==> src/rtl/atm_pkg.sv <==
`default_nettype none
// ============================================================================
// Module      : atm_pkg
// Description : Shared types and constants for the ATM keypad front end and
//               the Atm controller: scanner state encoding, column reset
//               pattern, menu key codes, and small keypad helper functions.
// Revision    : 1.0 - initial release
// ============================================================================
package atm_pkg;

   // Scanner state encoding, explicit 3-bit width
   typedef enum logic [2:0] {
      SCAN         = 3'd0,
      DEBOUNCE     = 3'd1,
      LOAD         = 3'd2,
      STROBE       = 3'd3,
      WAIT_RELEASE = 3'd4
   } scan_state_t;

   // Column 0 driven low, the others released
   localparam logic [3:0] COL_RESET = 4'b1110;

   // Menu key codes interpreted by the Atm controller
   localparam logic [3:0] KEY_BALANCE  = 4'h1;
   localparam logic [3:0] KEY_WITHDRAW = 4'h2;
   localparam logic [3:0] KEY_DEPOSIT  = 4'h3;
   localparam logic [3:0] KEY_TRANSFER = 4'h4;
   localparam logic [3:0] KEY_CHPASS   = 4'h5;
   localparam logic [3:0] KEY_EXIT     = 4'h6;

   // Index of the lowest-numbered active-low row; only meaningful when at
   // least one row is low.
   function automatic logic [1:0] low_row_idx(input logic [3:0] rows);
      if (!rows[0])
         return 2'd0;
      else if (!rows[1])
         return 2'd1;
      else if (!rows[2])
         return 2'd2;
      else
         return 2'd3;
   endfunction

   // Move the single low bit to the next column, 3 wrapping back to 0
   function automatic logic [3:0] rotate_col(input logic [3:0] col);
      return {col[2:0], col[3]};
   endfunction

endpackage : atm_pkg
`default_nettype wire

==> src/rtl/atm_sync_2ff.sv <==
`default_nettype none
// ============================================================================
// Module      : atm_sync_2ff
// Description : Two-flop synchroniser for asynchronous active-low inputs.
//               Reset forces both stages to all-ones (the idle level).
// Ports       : clk  in  1      system clock
//               rst  in  1      asynchronous active-high reset
//               d    in  WIDTH  asynchronous input
//               q    out WIDTH  synchronised output
// Revision    : 1.0 - initial release
// ============================================================================
module atm_sync_2ff #(
   parameter int WIDTH = 4
) (
   input  logic             clk,
   input  logic             rst,
   input  logic [WIDTH-1:0] d,
   output logic [WIDTH-1:0] q
);

   logic [WIDTH-1:0] r_stage1;
   logic [WIDTH-1:0] r_stage2;

   always_ff @(posedge clk or posedge rst) begin
      if (rst) begin
         r_stage1 <= '1;
         r_stage2 <= '1;
      end else begin
         r_stage1 <= d;
         r_stage2 <= r_stage1;
      end
   end

   assign q = r_stage2;

endmodule : atm_sync_2ff
`default_nettype wire

==> src/rtl/atm_keypad_scanner.sv <==
`default_nettype none
// ============================================================================
// Module      : atm_keypad_scanner
// Description : Scans a 4x4 active-low matrix keypad, debounces press and
//               release, and emits one key code per press on userInput with
//               a fixed-width NewInput strobe for the Atm controller.
// Ports       : clk        in  1  system clock
//               rst        in  1  asynchronous active-high reset
//               row_sense  in  4  keypad rows, active-low, asynchronous
//               col_drive  out 4  keypad columns, active-low one-hot
//               userInput  out 4  {row_idx, col_idx} of last accepted key
//               NewInput   out 1  key strobe, STROBE_CYCLES wide
//               key_busy   out 1  press detected and not yet released
// Revision    : 1.0 - initial release
// ============================================================================
module atm_keypad_scanner
   import atm_pkg::*;
#(
   parameter int SCAN_DIV        = 16,
   parameter int DEBOUNCE_CYCLES = 4,
   parameter int STROBE_CYCLES   = 8
) (
   input  logic       clk,
   input  logic       rst,
   input  logic [3:0] row_sense,
   output logic [3:0] col_drive,
   output logic [3:0] userInput,
   output logic       NewInput,
   output logic       key_busy
);

   localparam int C_MAX_AB = (SCAN_DIV > DEBOUNCE_CYCLES) ? SCAN_DIV : DEBOUNCE_CYCLES;
   localparam int C_CNT_MAX = (C_MAX_AB > STROBE_CYCLES) ? C_MAX_AB : STROBE_CYCLES;
   localparam int CNT_W = $clog2(C_CNT_MAX + 1);

   localparam logic [CNT_W-1:0] C_ONE      = CNT_W'(1);
   localparam logic [CNT_W-1:0] C_DIV_LAST = CNT_W'(SCAN_DIV - 1);
   localparam logic [CNT_W-1:0] C_DEB_LAST = CNT_W'(DEBOUNCE_CYCLES - 1);
   localparam logic [CNT_W-1:0] C_STB_END  = CNT_W'(STROBE_CYCLES);

   // Cycles to ignore rows after a column change: the two synchroniser
   // stages still hold samples taken under the previous column.
   localparam logic [1:0] C_SETTLE = 2'd2;

   scan_state_t      r_state;
   logic [3:0]       r_col_drive;
   logic [1:0]       r_col_idx;
   logic [1:0]       r_row_idx;
   logic [CNT_W-1:0] r_div;
   logic [CNT_W-1:0] r_deb;
   logic [CNT_W-1:0] r_strobe;
   logic [1:0]       r_settle;
   logic [3:0]       r_user_input;
   logic             r_new_input;
   logic             r_key_busy;

   logic [3:0]       w_rows;

   atm_sync_2ff #(
      .WIDTH (4)
   ) u_row_sync (
      .clk (clk),
      .rst (rst),
      .d   (row_sense),
      .q   (w_rows)
   );

   always_ff @(posedge clk or posedge rst) begin
      if (rst) begin
         r_state      <= SCAN;
         r_col_drive  <= COL_RESET;
         r_col_idx    <= 2'd0;
         r_row_idx    <= 2'd0;
         r_div        <= '0;
         r_deb        <= '0;
         r_strobe     <= '0;
         r_settle     <= 2'd0;
         r_user_input <= 4'h0;
         r_new_input  <= 1'b0;
         r_key_busy   <= 1'b0;
      end else begin
         case (r_state)
            SCAN: begin
               if ((r_settle == 2'd0) && (w_rows != 4'hF)) begin
                  // Press seen: freeze the column and start debouncing
                  r_row_idx  <= low_row_idx(w_rows);
                  r_key_busy <= 1'b1;
                  r_deb      <= '0;
                  r_state    <= DEBOUNCE;
               end else begin
                  if (r_settle != 2'd0)
                     r_settle <= r_settle - 2'd1;
                  if (r_div == C_DIV_LAST) begin
                     r_div       <= '0;
                     r_col_drive <= rotate_col(r_col_drive);
                     r_col_idx   <= r_col_idx + 2'd1;
                     r_settle    <= C_SETTLE;
                  end else begin
                     r_div <= r_div + C_ONE;
                  end
               end
            end

            DEBOUNCE: begin
               if (!w_rows[r_row_idx]) begin
                  if (r_deb == C_DEB_LAST) begin
                     r_deb   <= '0;
                     r_state <= LOAD;
                  end else begin
                     r_deb <= r_deb + C_ONE;
                  end
               end else begin
                  // Bounce: drop the candidate and resume at the next column
                  r_deb       <= '0;
                  r_key_busy  <= 1'b0;
                  r_div       <= '0;
                  r_col_drive <= rotate_col(r_col_drive);
                  r_col_idx   <= r_col_idx + 2'd1;
                  r_settle    <= C_SETTLE;
                  r_state     <= SCAN;
               end
            end

            LOAD: begin
               // Code goes out one cycle ahead of the strobe rising edge
               r_user_input <= {r_row_idx, r_col_idx};
               r_strobe     <= '0;
               r_state      <= STROBE;
            end

            STROBE: begin
               // Row activity is ignored here so the pulse width is fixed
               if (r_strobe == C_STB_END) begin
                  r_new_input <= 1'b0;
                  r_strobe    <= '0;
                  r_deb       <= '0;
                  r_state     <= WAIT_RELEASE;
               end else begin
                  r_new_input <= 1'b1;
                  r_strobe    <= r_strobe + C_ONE;
               end
            end

            WAIT_RELEASE: begin
               // Any low row (held or second key) restarts the release count
               if (w_rows == 4'hF) begin
                  if (r_deb == C_DEB_LAST) begin
                     r_deb       <= '0;
                     r_key_busy  <= 1'b0;
                     r_div       <= '0;
                     r_col_drive <= rotate_col(r_col_drive);
                     r_col_idx   <= r_col_idx + 2'd1;
                     r_settle    <= C_SETTLE;
                     r_state     <= SCAN;
                  end else begin
                     r_deb <= r_deb + C_ONE;
                  end
               end else begin
                  r_deb <= '0;
               end
            end

            default: begin
               r_state <= SCAN;
            end
         endcase
      end
   end

   assign col_drive = r_col_drive;
   assign userInput = r_user_input;
   assign NewInput  = r_new_input;
   assign key_busy  = r_key_busy;

endmodule : atm_keypad_scanner
`default_nettype wire

==> config.mk <==
export PLATFORM = sky130hd
export DESIGN_NAME = atm_keypad_scanner
export DESIGN_NICKNAME = d
export VERILOG_FILES = /design/src/rtl/atm_pkg.sv /design/src/rtl/atm_sync_2ff.sv /design/src/rtl/atm_keypad_scanner.sv
export SDC_FILE = /design/constraint.sdc
export NUM_CORES = 1
export LEC_CHECK = 0
export ABC_AREA = 1
export CAP_MARGIN = 25
export CORE_MARGIN = 3
export CORE_UTILIZATION = 35
export DETAILED_ROUTE_END_ITERATION = 12
export PLACE_DENSITY = 0.5
export SLEW_MARGIN = 20
export SYNTH_ARGS = -nofsm -noshare
export SYNTH_HDL_FRONTEND = slang
export SYNTH_SLANG_ARGS = --single-unit
==> constraint.sdc <==
create_clock -name clk -period 2.3 [get_ports clk]
set_input_delay 0.46 -clock clk [delete_from_list [all_inputs] [get_ports clk]]
set_output_delay 0.46 -clock clk [all_outputs]
set_load 0.005 [all_outputs]
-- Word-level counts from Yosys, hierarchy flattened
Cells that the tools add are included.
- $add $sub $neg: 5
- muxes and demuxes: 51
- $lt $le $gt $ge: 1
- reductions and logical operators: 14
- eq/ne operators: 18
- operators by type and width (operator ; number):
    $mux W5 ; 11
    $mux W2 ; 13
    $mux W4 ; 5
    $pmux W5 S4 ; 1
    $mux W3 ; 6
    $add A5 B1 Y5 const B ; 3
    $pmux W3 S5 ; 1
    $pmux W5 S3 ; 1
    $reduce_and A5 Y1 ; 3
    $ne A2 B2 Y1 const B ; 7
    $pmux W2 S3 ; 2
    $pmux W4 S3 ; 1
    $reduce_and A6 Y1 ; 2
    $eq A5 B4 Y1 const B ; 2
    $pmux W5 S2 ; 1
    $mux W1 ; 7
    $eq A3 B2 Y1 const B ; 2
    $ne A3 B3 Y1 const B ; 2
    $eq A5 B2 Y1 const B ; 1
    $eq A4 B4 Y1 const B ; 1
    $ne A4 B4 Y1 const B ; 1
    $reduce_bool A2 Y1 ; 2
    $reduce_bool A4 Y1 ; 1
    $eq A3 B1 Y1 const B ; 1
    12 further kinds ; 12
- output and inout port bits: 10
- input bits: 6
- register bits: 42
- logic and storage cells: 102

-- Depth between registers and ports, before layout
Gate-level depths: netlist of the first run.
- depth after elaboration: 5
- mapped depth: 10
- gate-level depth less buffers: 10

-- Modules after synthesis
From an unflattened synthesis of the first run, not the netlist that was laid out.
- cell total of the unflattened synthesis: 241
- area, all modules: 2014.4 µm²
- modules (own cells, without submodules) (module ; area each (µm²) ; cells an instance ; times used ; seq. area each (µm²)):
    atm_keypad_scanner ; 1800.5 ; 232 ; 1 ; 854.6
    atm_sync_2ff ; 214.0 ; 9 ; 1 ; 210.2

-- Least setup slack after synthesis of the first run
OpenSTA, ideal clock, no wires.
- kind: flip-flop to flip-flop
- start point: register r_deb[0]
- end point: register r_col_idx[1]
- slack: 0.907 ns
- setup time: 0.065 ns
- period minus slack after synthesis: 1.393 ns
- stages on the path, launching flop included: 11
- arrival time: 1.328 ns
- path through: dfrtp_1 > ha_1 > nand2_1 > nor2_1 > nand2_1 > nand2_2 > nand2_2 > nor2_4 > buf_8 > nand3_1 > nand2_1
- longest elaborated chain between the ends: 3
- ends and longest elaborated chain (what ; RTL line ; text):
    start: declaration ; atm_keypad_scanner.sv:50 ; logic [CNT_W-1:0] r_deb;
    start signal: assignment ; atm_keypad_scanner.sv:110 ; r_deb <= r_deb + C_ONE;
    start signal: assignment ; atm_keypad_scanner.sv:156 ; r_deb <= r_deb + C_ONE;
    $eq A5 B2 Y1 ; atm_keypad_scanner.sv:147 ; if (r_deb == C_DEB_LAST) begin
    $ne A2 B2 Y1 (no line) ; -- ;
    $reduce_and A6 Y1 (no line) ; -- ;
    end signal: assignment ; atm_keypad_scanner.sv:96 ; r_col_idx <= r_col_idx + 2'd1;
    end signal: assignment ; atm_keypad_scanner.sv:118 ; r_col_idx <= r_col_idx + 2'd1;
    end signal: assignment ; atm_keypad_scanner.sv:152 ; r_col_idx <= r_col_idx + 2'd1;
    end: declaration ; atm_keypad_scanner.sv:47 ; logic [1:0] r_col_idx;
Every way passes these cells.
A chain may end at the register's enable or synchronous reset.

-- Final worst setup path of the first run
- start point: register r_col_drive[2] (netlist: col_drive[2])
- end point: output col_drive[2]
- RTL lines (what ; RTL line ; text):
    start: declaration ; atm_keypad_scanner.sv:46 ; logic [3:0] r_col_drive;
    start signal: assignment ; atm_keypad_scanner.sv:95 ; r_col_drive <= rotate_col(r_col_drive);
    start signal: assignment ; atm_keypad_scanner.sv:117 ; r_col_drive <= rotate_col(r_col_drive);
    start signal: assignment ; atm_keypad_scanner.sv:151 ; r_col_drive <= rotate_col(r_col_drive);
    end: declaration ; atm_keypad_scanner.sv:26 ; output logic [3:0] col_drive,
No word-level cell between the ends.

==> flow_summary.json, run 1 <==
{
  "run_status": "completed",
  "met3_usage": 0.0259,
  "synth_mux_area_frac": 0.00508,
  "cap_violations": 0,
  "numPortBuffers": 15,
  "gr-total-overflow": 0,
  "maxClockFrequency_ghz": 0.560,
  "synth-edff-count": 0,
  "synthesis.area_per_instance_um2": 8.77,
  "finalHoldViolations": 0,
  "synth_cell_type_count": 31,
  "drcViolationCount": 0,
  "power.switching_mw": 1.41,
  "grt_setup_unrepaired": "no",
  "drt-wirelength-per-cell_um": 11.9,
  "cp_top_family": "flip-flops",
  "grt_usage": 0.130,
  "worst_skew_pair.late_latency_ps": 290,
  "die_width_um": 85.6,
  "grt_pass1_vias": 1630,
  "wire_length_of_the_first_global_routing_pass_um": 7550,
  "drtIter0Drc": 50,
  "yosys.area_share.simple": 0.354,
  "p_int_mw": 1.73,
  "place.detailed.hpwl_um": 3100,
  "post_cts.repair.setup_buffers": 0,
  "clkPwrFrac": 0.144,
  "crit_arrival_ps": 1330,
  "htree_levels": 2,
  "yosys.area.top_type_share": 0.350,
  "antennaDiodeCount": 0,
  "layout.core_utilization": 0.422,
  "synth_seq_area_share": 0.480,
  "async_reset_ff_frac": 1.00,
  "grt_max_degree": 43,
  "antenna_found_initial": 0,
  "setup.worst_path.class": "flop to primary output",
  "critical_path_buf_inv_count": 1,
  "via_to_cell_ratio": 4.50,
  "setup_tns_ps": 0,
  "firstDrtPassIters": 4,
  "rows": 28,
  "finClkSkew_ps": 10.1,
  "synth_flop_cell": "sky130_fd_sc_hd__dfrtp_1",
  "headroom_to_the_max_slew_limit": 0.766,
  "use_met1": 0.180,
  "clock_tree_root_buffer_cell": "sky130_fd_sc_hd__clkbuf_8",
  "design.core.area_mm2": 0.00603,
  "timing_max_transition_violations_final": 0,
  "worstPathMaxFanout": 3,
  "final.min_clock_period_ps": 1790,
  "timing.critical_path.required_ps": 1840,
  "floorplan.die.height_um": 85.6,
  "layout.filler_cells": 626,
  "cpMaxStageDelayCell": "sky130_fd_sc_hd__dfstp_2",
  "register_share_of_total_power": 0.359,
  "cts.reportedPaths.clkPinSlew_ps": 70,
  "measured_slew_at_the_worst_slew_check_pin_ps": 349,
  "synth_seq_cells": 42,
  "endpoint_kind": "primary output",
  "power.static_leakage_nw": 1.22,
  "worst_hold_path_type": "flop to flop",
  "max-vdd-ir-drop_mv": 0.531,
  "synth.top_cells.by_count": "sky130_fd_sc_hd__nand2_1 (75), sky130_fd_sc_hd__dfrtp_1 (31), sky130_fd_sc_hd__inv_1 (23), sky130_fd_sc_hd__nand3_1 (23), sky130_fd_sc_hd__nor2_1 (15)",
  "startpoint_type": "flop",
  "share_of_the_synthesized_netlist_area_taken_by_xor_and_xnor_gates": 0.0197,
  "die-area_mm2": 0.00733,
  "ios": 16,
  "effective_utilization_at_floorplan": 0.368,
  "synth_top_family_by_area": "simple AND/OR/NAND/NOR gates",
  "ys_warn_count": 0,
  "tritoncts": "done",
  "grt.met2_usage": 0.201,
  "synthDominantAreaCellType": "sky130_fd_sc_hd__dfrtp_1",
  "cts_made_buffers": 5,
  "postCtsHoldBufs": 0,
  "areaGrowthSynthToFinish_pct": 14.5,
  "synth_most_common_cell": "sky130_fd_sc_hd__nand2_1",
  "drive_gt1_frac": 0.215,
  "routed-via-count": 1576,
  "drt_wl_total_um": 4170,
  "drtAntennaViolNets": 0,
  "finalWeightedCongestion": 0.791,
  "synth_adder_area_share": 0.0282,
  "p_sw_frac": 0.449,
  "netlist_area_mm2": 0.00222,
  "setup_viol": 0,
  "clkSinkCount": 42,
  "syn-num-nets": 264,
  "comb_power_share": 0.496,
  "timing.critical_path.cells": "clkdlybuf4s50_1",
  "min_period_over_period": 0.777,
  "syn-instance-count": 253,
  "postCtsResizedCells": 0,
  "post_synth_main_area_contributors": "sky130_fd_sc_hd__dfrtp_1 (35%), sky130_fd_sc_hd__dfstp_2 (13%), sky130_fd_sc_hd__nand2_1 (13%), sky130_fd_sc_hd__nand3_1 (5.2%), sky130_fd_sc_hd__inv_1 (3.9%)",
  "grt-busiest-layer": "met2",
  "synth_compound_area_frac": 0.0491,
  "ctsLongestPathBuffers": 2,
  "crit_path_max_incr_delay_ps": 550,
  "final_net_count": 285,
  "p_per_area_mw_per_mm2": 1240
}
## layer usage
metal,part of all wire,vias up
li1,-,840
met1,0.51,717
met2,0.45,13
met3,0.021,6
met4,0.018,0
met5,0,-
## layout by cell type (no fill, tap or decap)
| master | synthesis | final |
|---|---|---|
| sky130_fd_sc_hd__nand3b_1 | 1 | 1 |
| sky130_fd_sc_hd__o21ai_1 | 5 | 5 |
| sky130_fd_sc_hd__nor2_4 | 4 | 4 |
| sky130_fd_sc_hd__buf_12 | 0 | 1 |
| sky130_fd_sc_hd__dfstp_2 | 11 | 11 |
| sky130_fd_sc_hd__nand3_1 | 23 | 23 |
| sky130_fd_sc_hd__a31oi_1 | 1 | 1 |
| sky130_fd_sc_hd__clkdlybuf4s50_1 | 0 | 15 |
| sky130_fd_sc_hd__mux2_1 | 1 | 1 |
| sky130_fd_sc_hd__nand2_1 | 75 | 75 |
| sky130_fd_sc_hd__inv_2 | 9 | 9 |
| sky130_fd_sc_hd__o21ai_4 | 1 | 1 |
| sky130_fd_sc_hd__dfrtp_1 | 31 | 31 |
| sky130_fd_sc_hd__clkinv_1 | 0 | 1 |
| sky130_fd_sc_hd__clkbuf_8 | 0 | 5 |
| sky130_fd_sc_hd__nand3_2 | 8 | 8 |
| sky130_fd_sc_hd__nand4_4 | 1 | 1 |
| sky130_fd_sc_hd__inv_1 | 23 | 22 |
| sky130_fd_sc_hd__ha_1 | 5 | 5 |
| sky130_fd_sc_hd__nor3_4 | 1 | 1 |
| sky130_fd_sc_hd__nor3_1 | 1 | 1 |
| sky130_fd_sc_hd__clkbuf_1 | 0 | 3 |
| sky130_fd_sc_hd__nor2_1 | 15 | 15 |
| sky130_fd_sc_hd__nand4_1 | 2 | 2 |
| sky130_fd_sc_hd__nand2_2 | 7 | 7 |
| sky130_fd_sc_hd__nor3b_2 | 2 | 2 |
| sky130_fd_sc_hd__nand2_4 | 2 | 2 |
| sky130_fd_sc_hd__nor2_2 | 4 | 4 |
| sky130_fd_sc_hd__a21oi_4 | 1 | 1 |
| sky130_fd_sc_hd__nor3_2 | 2 | 2 |
| sky130_fd_sc_hd__xor2_1 | 5 | 5 |
| sky130_fd_sc_hd__nor3b_1 | 1 | 1 |
| sky130_fd_sc_hd__o21ai_0 | 8 | 8 |
| sky130_fd_sc_hd__a21oi_1 | 1 | 1 |
## logic make-up after synthesis
logic type | Yosys count
and+or+nand+nor | 149
DFF | 42
buffers and inverters | 34
AOI/OAI and AO/OA | 17
xor gates and xnor gates | 5
adders and majority gates | 5
muxes | 1
## final timing paths
check	depth (start not counted)	to	slack, ps	from
max reg2reg	9	col_drive[1]	600	r_deb[0]
max in group asynchronous	3	col_drive[3]	1530	rst
max	1	col_drive[2]	510	col_drive[2]
min in group asynchronous	3	r_col_idx[1]	500	rst
min	0	u_row_sync.q[0]	360	u_row_sync.r_stage1[0]
min reg2reg	0	u_row_sync.q[0]	360	u_row_sync.r_stage1[0]
## power groups by stage
stage	Sequential (mW)	Combinational, mW	Clock (mW)
2_1_floorplan	1.10	1.27	0
3_3_place_gp	1.14	1.58	0
3_5_place_dp	1.14	1.58	0
4_1_cts	1.13	1.59	0.479
5_1_grt	1.15	1.78	0.517
6_report	1.13	1.56	0.454
## layout make-up
class                      instances  area [um2]  share of cell area
sequential                        42        1060               0.419
multi-input combinational        177        1010               0.398
timing repair buffer              16         170              0.0670
inverter                          32         120              0.0473
tap                               75        93.8              0.0369
clock buffer                       8        80.1              0.0315
## worst register-to-register path, cell delays in order, from the launching register on
cell	delay, ps
sky130_fd_sc_hd__dfrtp_1	400
sky130_fd_sc_hd__ha_1	230
sky130_fd_sc_hd__nand2_1	70
sky130_fd_sc_hd__nor2_1	190
sky130_fd_sc_hd__nand2_1	90
sky130_fd_sc_hd__nand2_2	90
sky130_fd_sc_hd__nand2_2	60
sky130_fd_sc_hd__nor2_4	280
sky130_fd_sc_hd__nand3_1	130
sky130_fd_sc_hd__nand2_1	90
## sequential cells by signal, summed over array words and instances, names as in the netlist
name	cells
NewInput	1
r_deb	5
key_busy	1
r_settle	2
col_drive	4
r_strobe	5
u_row_sync.q	4
r_col_idx	2
userInput	4
r_state	3
u_row_sync.r_stage1	4
r_div	5
r_row_idx	2
## per-stage QoR
step	area, um2	power [mW]	cells	hold WS, ps	setup WS [ps]
after floorplan	2220	2.37	253	345	884
after global placement	2460	2.72	342	345	564
after detailed placement	2460	2.72	342	347	590
after CTS	2540	3.20	350	358	495
after global routing	2540	3.45	350	360	364
final	2540	3.14	350	357	513
Note: power is estimated with default switching activity, not from simulation.
==> inputs of run 2 (changes only) <==
--- a/config.mk
+++ b/config.mk
@@ -10,7 +10,7 @@
 export CORE_MARGIN = 3
 export CORE_UTILIZATION = 35
 export DETAILED_ROUTE_END_ITERATION = 12
-export PLACE_DENSITY = 0.5
+export PLACE_DENSITY = 0.52
 export SLEW_MARGIN = 20
 export SYNTH_ARGS = -nofsm -noshare
 export SYNTH_HDL_FRONTEND = slang
==> constraint.sdc (replaced) <==
create_clock -name clk -period 1.5 [get_ports clk]
set_input_delay 0.3 -clock clk [delete_from_list [all_inputs] [get_ports clk]]
set_output_delay 0.3 -clock clk [all_outputs]
set_load 0.005 [all_outputs]
==> run 2 against run 1 <==
  * The run now ends with setup timing left
  * Critical endpoint is now r_col_idx[0]
  * Clock power up 93%
  * Sequential power up 51%
  * Sequential cell count unchanged
  * Sequential share of layout area down 4.8 points
  * Worst hold slack better by 0.71 ps
  * Setup slack worse by 510 ps
  * First-iteration DRC count up 8.0%
  * Cell count up 7.1%
  * Register-to-register slack worse by 600 ps
  * Total power up 81%
  * Design area up 13%
  * Routed wire length up 2.5%
==> flow_summary.json, run 2 (same netlist as run 1, synthesis figures left out) <==
{
  "crit_arrival_ps": 1680,
  "clock_tree_root_buffer_cell": "sky130_fd_sc_hd__clkbuf_8",
  "run_status": "complete, but fails checks",
  "effective_utilization_at_floorplan": 0.368,
  "grt.met2_usage": 0.208,
  "htree_levels": 2,
  "met3_usage": 0.0269,
  "wire_length_of_the_first_global_routing_pass_um": 7600,
  "firstDrtPassIters": 4,
  "max-vdd-ir-drop_mv": 1.07,
  "mostFrequentLayoutCells": "sky130_fd_sc_hd__nand2_1 (65), sky130_fd_sc_hd__dfrtp_1 (29), sky130_fd_sc_hd__buf_4 (24)",
  "grt-busiest-layer": "met2",
  "worst_hold_slack_ps": 357,
  "final_net_count": 310,
  "drcViolationCount": 0,
  "drive_gt1_frac": 0.357,
  "p_per_area_mw_per_mm2": 1980,
  "comb_power_share": 0.547,
  "floorplan.die.height_um": 85.6,
  "final_setup_margin_ps": -0.851,
  "worst_hold_path_type": "flop to flop",
  "cap_violations": 0,
  "layout.cells.most_common": "sky130_fd_sc_hd__nand2_1",
  "drt-wirelength-per-cell_um": 11.4,
  "grt_usage": 0.129,
  "grt_setup_unrepaired": "yes",
  "headroom_to_the_max_slew_limit": 0.815,
  "areaGrowthSynthToFinish_pct": 29.4,
  "grt_pass1_vias": 1668,
  "final.min_clock_period_ps": 1500,
  "drtAntennaViolNets": 0,
  "drtIter0Drc": 54,
  "antennaDiodeCount": 0,
  "fin_total_pwr_mw": 5.70,
  "die_width_um": 85.6,
  "violations": "setup timing",
  "endpoint_kind": "flop",
  "measured_slew_at_the_worst_slew_check_pin_ps": 276,
  "p_int_mw": 3.29,
  "place.detailed.hpwl_um": 3140,
  "dpl_worst_slack_ps": 10.6,
  "worstPathMaxFanout": 6,
  "clkPwrFrac": 0.154,
  "antenna_found_initial": 0,
  "power.static_leakage_nw": 1.43,
  "largest_registers": "r_deb (5), r_div (5), r_strobe (5)",
  "maxClockFrequency_ghz": 0.666,
  "rows": 28,
  "layout.filler_cells": 596,
  "numPortBuffers": 15,
  "clkSinkCount": 42,
  "design.core.area_mm2": 0.00603,
  "finClkSkew_ps": 7.53,
  "timing_max_transition_violations_final": 0,
  "use_met1": 0.175,
  "setup.worst_path.class": "flop to flop",
  "register_share_of_total_power": 0.299,
  "ctsLongestPathBuffers": 2,
  "setup_viol": 1,
  "routed-via-count": 1726,
  "ios": 16,
  "power.switching_mw": 2.41,
  "cts.reportedPaths.clkPinSlew_ps": 80,
  "gr-total-overflow": 0,
  "finalHoldViolations": 0,
  "p_sw_frac": 0.423,
  "die-area_mm2": 0.00733,
  "min_period_over_period": 1.00,
  "tritoncts": "done",
  "via_to_cell_ratio": 4.60,
  "cts_made_buffers": 5,
  "drt_wl_total_um": 4270,
  "grt_max_degree": 43,
  "timing.critical_path.required_ps": 1680,
  "finalWeightedCongestion": 0.747,
  "worst_skew_pair.late_latency_ps": 290,
  "startpoint_type": "flop"
}
==> run 2: changes by cell type in the layout (fill, tap and decap cells not counted), moves of 4 or more <==
cell	before	now
sky130_fd_sc_hd__nand2_1	75	65
sky130_fd_sc_hd__nand2_2	7	17
sky130_fd_sc_hd__buf_4	0	24
sky130_fd_sc_hd__nor2_4	4	8
sky130_fd_sc_hd__clkdlybuf4s50_1	15	9
==> run 2: power groups by stage <==
| stage | registers [mW] | clock network (mW) | logic [mW] |
|---|---|---|---|
| 2_1_floorplan | 1.69 | 0 | 1.95 |
| 3_3_place_gp | 1.71 | 0 | 2.85 |
| 3_5_place_dp | 1.71 | 0 | 2.86 |
| 4_1_cts | 1.69 | 0.908 | 2.91 |
| 5_1_grt | 1.76 | 0.963 | 3.50 |
| 6_report | 1.71 | 0.875 | 3.12 |
==> run 2: repair_timing <==
action,4_1_cts,5_1_grt
resized for setup,5,31
endpoints found under the setup margin,6,32
pin swaps,0,11
setup buffers,0,6
hold buffers,0,0
==> run 2: metrics by stage <==
step | cells | cell area [um2] | TNS [ps] | util
global route | 375 | 2870 | -1410 | 0.477
floorplan | 253 | 2220 | 0 | -
detailed placement | 361 | 2620 | 0 | 0.434
finish | 375 | 2870 | -0.851 | 0.477
global placement | 361 | 2620 | 0 | 0.434
CTS | 369 | 2730 | -8.76 | 0.453
==> run 2: critical path: stages (launching register included) <==
cell,delay (ps)
sky130_fd_sc_hd__dfrtp_1,360
sky130_fd_sc_hd__ha_2,200
sky130_fd_sc_hd__inv_2,50
sky130_fd_sc_hd__nor2_4,110
sky130_fd_sc_hd__nand2_2,80
sky130_fd_sc_hd__nand2_2,70
sky130_fd_sc_hd__nand2_2,60
sky130_fd_sc_hd__nor2_4,190
sky130_fd_sc_hd__nand3_4,130
sky130_fd_sc_hd__nand2_2,90
sky130_fd_sc_hd__nand2_2,40
==> run 2: routing by layer <==
metal | wire (um) | up-vias
li1 | - | 893
met1 | 2030 | 808
met2 | 2060 | 19
met3 | 123 | 6
met4 | 57 | 0
met5 | 0 | -
==> run 2: area by class of cell <==
type / instances / area [um2] / area share
Multi-Input combinational cell: 177 / 1110 / 0.386
Tap cell: 75 / 93.8 / 0.0327
Inverter: 32 / 120 / 0.0418
Clock buffer: 7 / 76.3 / 0.0266
Timing Repair Buffer: 41 / 374 / 0.130
Clock inverter: 1 / 30.0 / 0.0105
Sequential cell: 42 / 1070 / 0.372
==> run 2: worst paths after layout <==
check | endpoint | depth (start not counted) | from | slack [ps]
min in group asynchronous | r_strobe[4] | 3 | rst | 370
setup / recovery | r_col_idx[0] | 10 | r_deb[1] | -0.9
hold / removal | u_row_sync.q[0] | 0 | u_row_sync.r_stage1[0] | 360
setup reg to reg | r_col_idx[0] | 10 | r_deb[1] | -0.9
max in group asynchronous | u_row_sync.q[1] | 3 | rst | 870
hold reg to reg | u_row_sync.q[0] | 0 | u_row_sync.r_stage1[0] | 360
==> inputs of run 3 (changes only) <==
--- a/config.mk
+++ b/config.mk
@@ -15,3 +15,4 @@
 export SYNTH_ARGS = -nofsm -noshare
 export SYNTH_HDL_FRONTEND = slang
 export SYNTH_SLANG_ARGS = --single-unit
+export TNS_END_PERCENT = 30
==> run 3 against run 2 <==
  * The flow still finishes with violations (setup timing)
  * Fmax barely moved
  * Die area unchanged
  * Routed wire length barely moved
  * Sequential cell count did not move
  * Setup slack gained 0.51 ps
  * Design area is 0.52% lower
  * Sequential power about the same
  * Critical endpoint unchanged
  * Largest cell class unchanged
  * Highest routed layer unchanged
==> flow_summary.json, run 3 (same netlist as run 1, synthesis figures left out) <==
{
  "run_status": "complete, but fails checks",
  "violations": "setup timing",
  "setup_viol": 1,
  "worstPathMaxFanout": 6,
  "via_to_cell_ratio": 4.61,
  "crit_top_cell": "sky130_fd_sc_hd__nand2_2",
  "endpoint_kind": "flop",
  "cts.reportedPaths.clkPinSlew_ps": 80,
  "multi_input_area_mm2": 0.00111,
  "met3RoutedLength_um": 118,
  "gr-total-overflow": 0,
  "grt_usage": 0.129,
  "design.core.area_mm2": 0.00603,
  "setup_tns_ps": -0.343,
  "regToRegStartpoint": "r_deb[1]",
  "crit_path_max_incr_delay_ps": 360,
  "worstRegToRegCells": 10,
  "routed-wl-met2_um": 2070,
  "wire_length_of_the_first_global_routing_pass_um": 7600,
  "critPathLaunch": "r_deb[1]",
  "p_per_area_mw_per_mm2": 1990,
  "cap_violations": 0,
  "mostFrequentLayoutCells": "sky130_fd_sc_hd__nand2_1 (66), sky130_fd_sc_hd__dfrtp_1 (29), sky130_fd_sc_hd__buf_4 (22)",
  "grt_max_degree": 43,
  "numPortBuffers": 15,
  "finalWeightedCongestion": 0.747,
  "regToRegEndpoint": "r_col_idx[0]",
  "grt_setup_unrepaired": "yes",
  "dpl_worst_slack_ps": 10.6,
  "firstDrtPassIters": 4,
  "drtAntennaViolNets": 0,
  "final_net_count": 308,
  "sequential_cell_area_mm2": 0.00107,
  "effective_utilization_at_floorplan": 0.368,
  "drt-met1-wl_um": 2030,
  "worst_skew_pair.late_latency_ps": 290,
  "antennaDiodeCount": 0,
  "final-instance-count-excl-fill": 373,
  "max-vdd-ir-drop_mv": 1.07,
  "postCtsHoldBufs": 0,
  "routed-via-count": 1718,
  "cts_made_buffers": 5,
  "layout.cells.most_common": "sky130_fd_sc_hd__nand2_1",
  "maxClockFrequency_ghz": 0.667,
  "floorplan.die.height_um": 85.6,
  "power.static_leakage_nw": 1.44,
  "headroom_to_the_max_slew_limit": 0.815,
  "fin_total_pwr_mw": 5.67,
  "grt_pass1_vias": 1668,
  "drtIter0Drc": 52,
  "largest_registers": "r_deb (5), r_div (5), r_strobe (5)",
  "timing.critical_path.required_ps": 1680,
  "ios": 16,
  "rows": 28,
  "place.detailed.hpwl_um": 3140,
  "measured_slew_at_the_worst_slew_check_pin_ps": 276,
  "timing_max_transition_violations_final": 0,
  "cpMaxStageDelayCell": "sky130_fd_sc_hd__dfrtp_1",
  "setup.worst_path.class": "flop to flop",
  "min_period_over_period": 1.00,
  "route.top_layer_used": "met4",
  "htree_levels": 2,
  "final_setup_margin_ps": -0.343,
  "antenna_found_initial": 0,
  "drive_gt1_frac": 0.349,
  "tritoncts": "done",
  "layout.filler_cells": 594,
  "die_width_um": 85.6,
  "ctsLongestPathBuffers": 2,
  "ff2ff_setup_slack_ps": -0.3,
  "worst_hold_path_type": "flop to flop",
  "finClkSkew_ps": 7.56,
  "worst_hold_slack_ps": 357,
  "final.min_clock_period_ps": 1500,
  "drcViolationCount": 0,
  "startpoint_type": "flop",
  "crit_arrival_ps": 1680,
  "drt-wirelength-per-cell_um": 11.4,
  "timing.critical_path.to": "r_col_idx[0]",
  "holdPathStages": 0,
  "drt_wl_total_um": 4270,
  "clock_tree_root_buffer_cell": "sky130_fd_sc_hd__clkbuf_8",
  "timing.critical_path.cells": "ha_2 -> inv_2 -> nor2_4 -> nand2_2 -> nand2_2 -> nand2_2 -> nor2_4 -> nand3_4 -> nand2_2 -> nand2_2",
  "placed_cell_count": 361,
  "finalHoldViolations": 0,
  "areaGrowthSynthToFinish_pct": 28.8,
  "die-area_mm2": 0.00733,
  "clkSinkCount": 42
}
## run 3: power by group
group | total, mW | switching (mW) | internal [mW]
clock network | 0.875 | 0.377 | 0.498
logic | 3.09 | 1.78 | 1.32
registers | 1.71 | 0.251 | 1.46
## run 3: final cells by class
class | instances | area share
timing repair buffer | 39 | 0.127
clock inverter | 1 | 0.0105
tap | 75 | 0.0329
sequential | 42 | 0.374
inverter | 32 | 0.0420
clock buffer | 7 | 0.0267
multi-input combinational | 177 | 0.388
## run 3: through the flow
| step | cell area (um2) | util |
|---|---|---|
| floorplan | 2220 | - |
| global placement | 2620 | 0.434 |
| detailed placement | 2620 | 0.434 |
| CTS | 2730 | 0.453 |
| global route | 2860 | 0.474 |
| finish | 2860 | 0.474 |
## run 3: how the worst min path moves through the flow
stage / startpoint / to / slack, ps
global route: u_row_sync.r_stage1[1] / u_row_sync.q[1] / 360
finish: u_row_sync.r_stage1[0] / u_row_sync.q[0] / 360
global placement: u_row_sync.r_stage1[3] / u_row_sync.q[3] / 350
floorplan: row_sense[0] / u_row_sync.r_stage1[0] / 300
detailed placement: u_row_sync.r_stage1[0] / u_row_sync.q[0] / 350
CTS: u_row_sync.r_stage1[0] / u_row_sync.q[0] / 360
## run 3: metal layers
metal	vias up	GRT usage
met3	6	0.0269
li1	889	-
met4	0	0.0388
met1	806	0.175
met2	17	0.208
met5	-	0
## run 3: timing repair
item,4_1_cts,5_1_grt
setup buffers,0,4
gates cloned,0,0
pin swaps,0,11
endpoints found under the setup margin,6,32
resized for setup,5,31
## run 3: worst max-delay path: cells and delay by family, from the launching register on
family | cells | cell delay [ps]
adders and majority gates | 1 | 200
buffers and inverters | 1 | 50
DFF | 1 | 360
and+or+nand+nor | 8 | 770
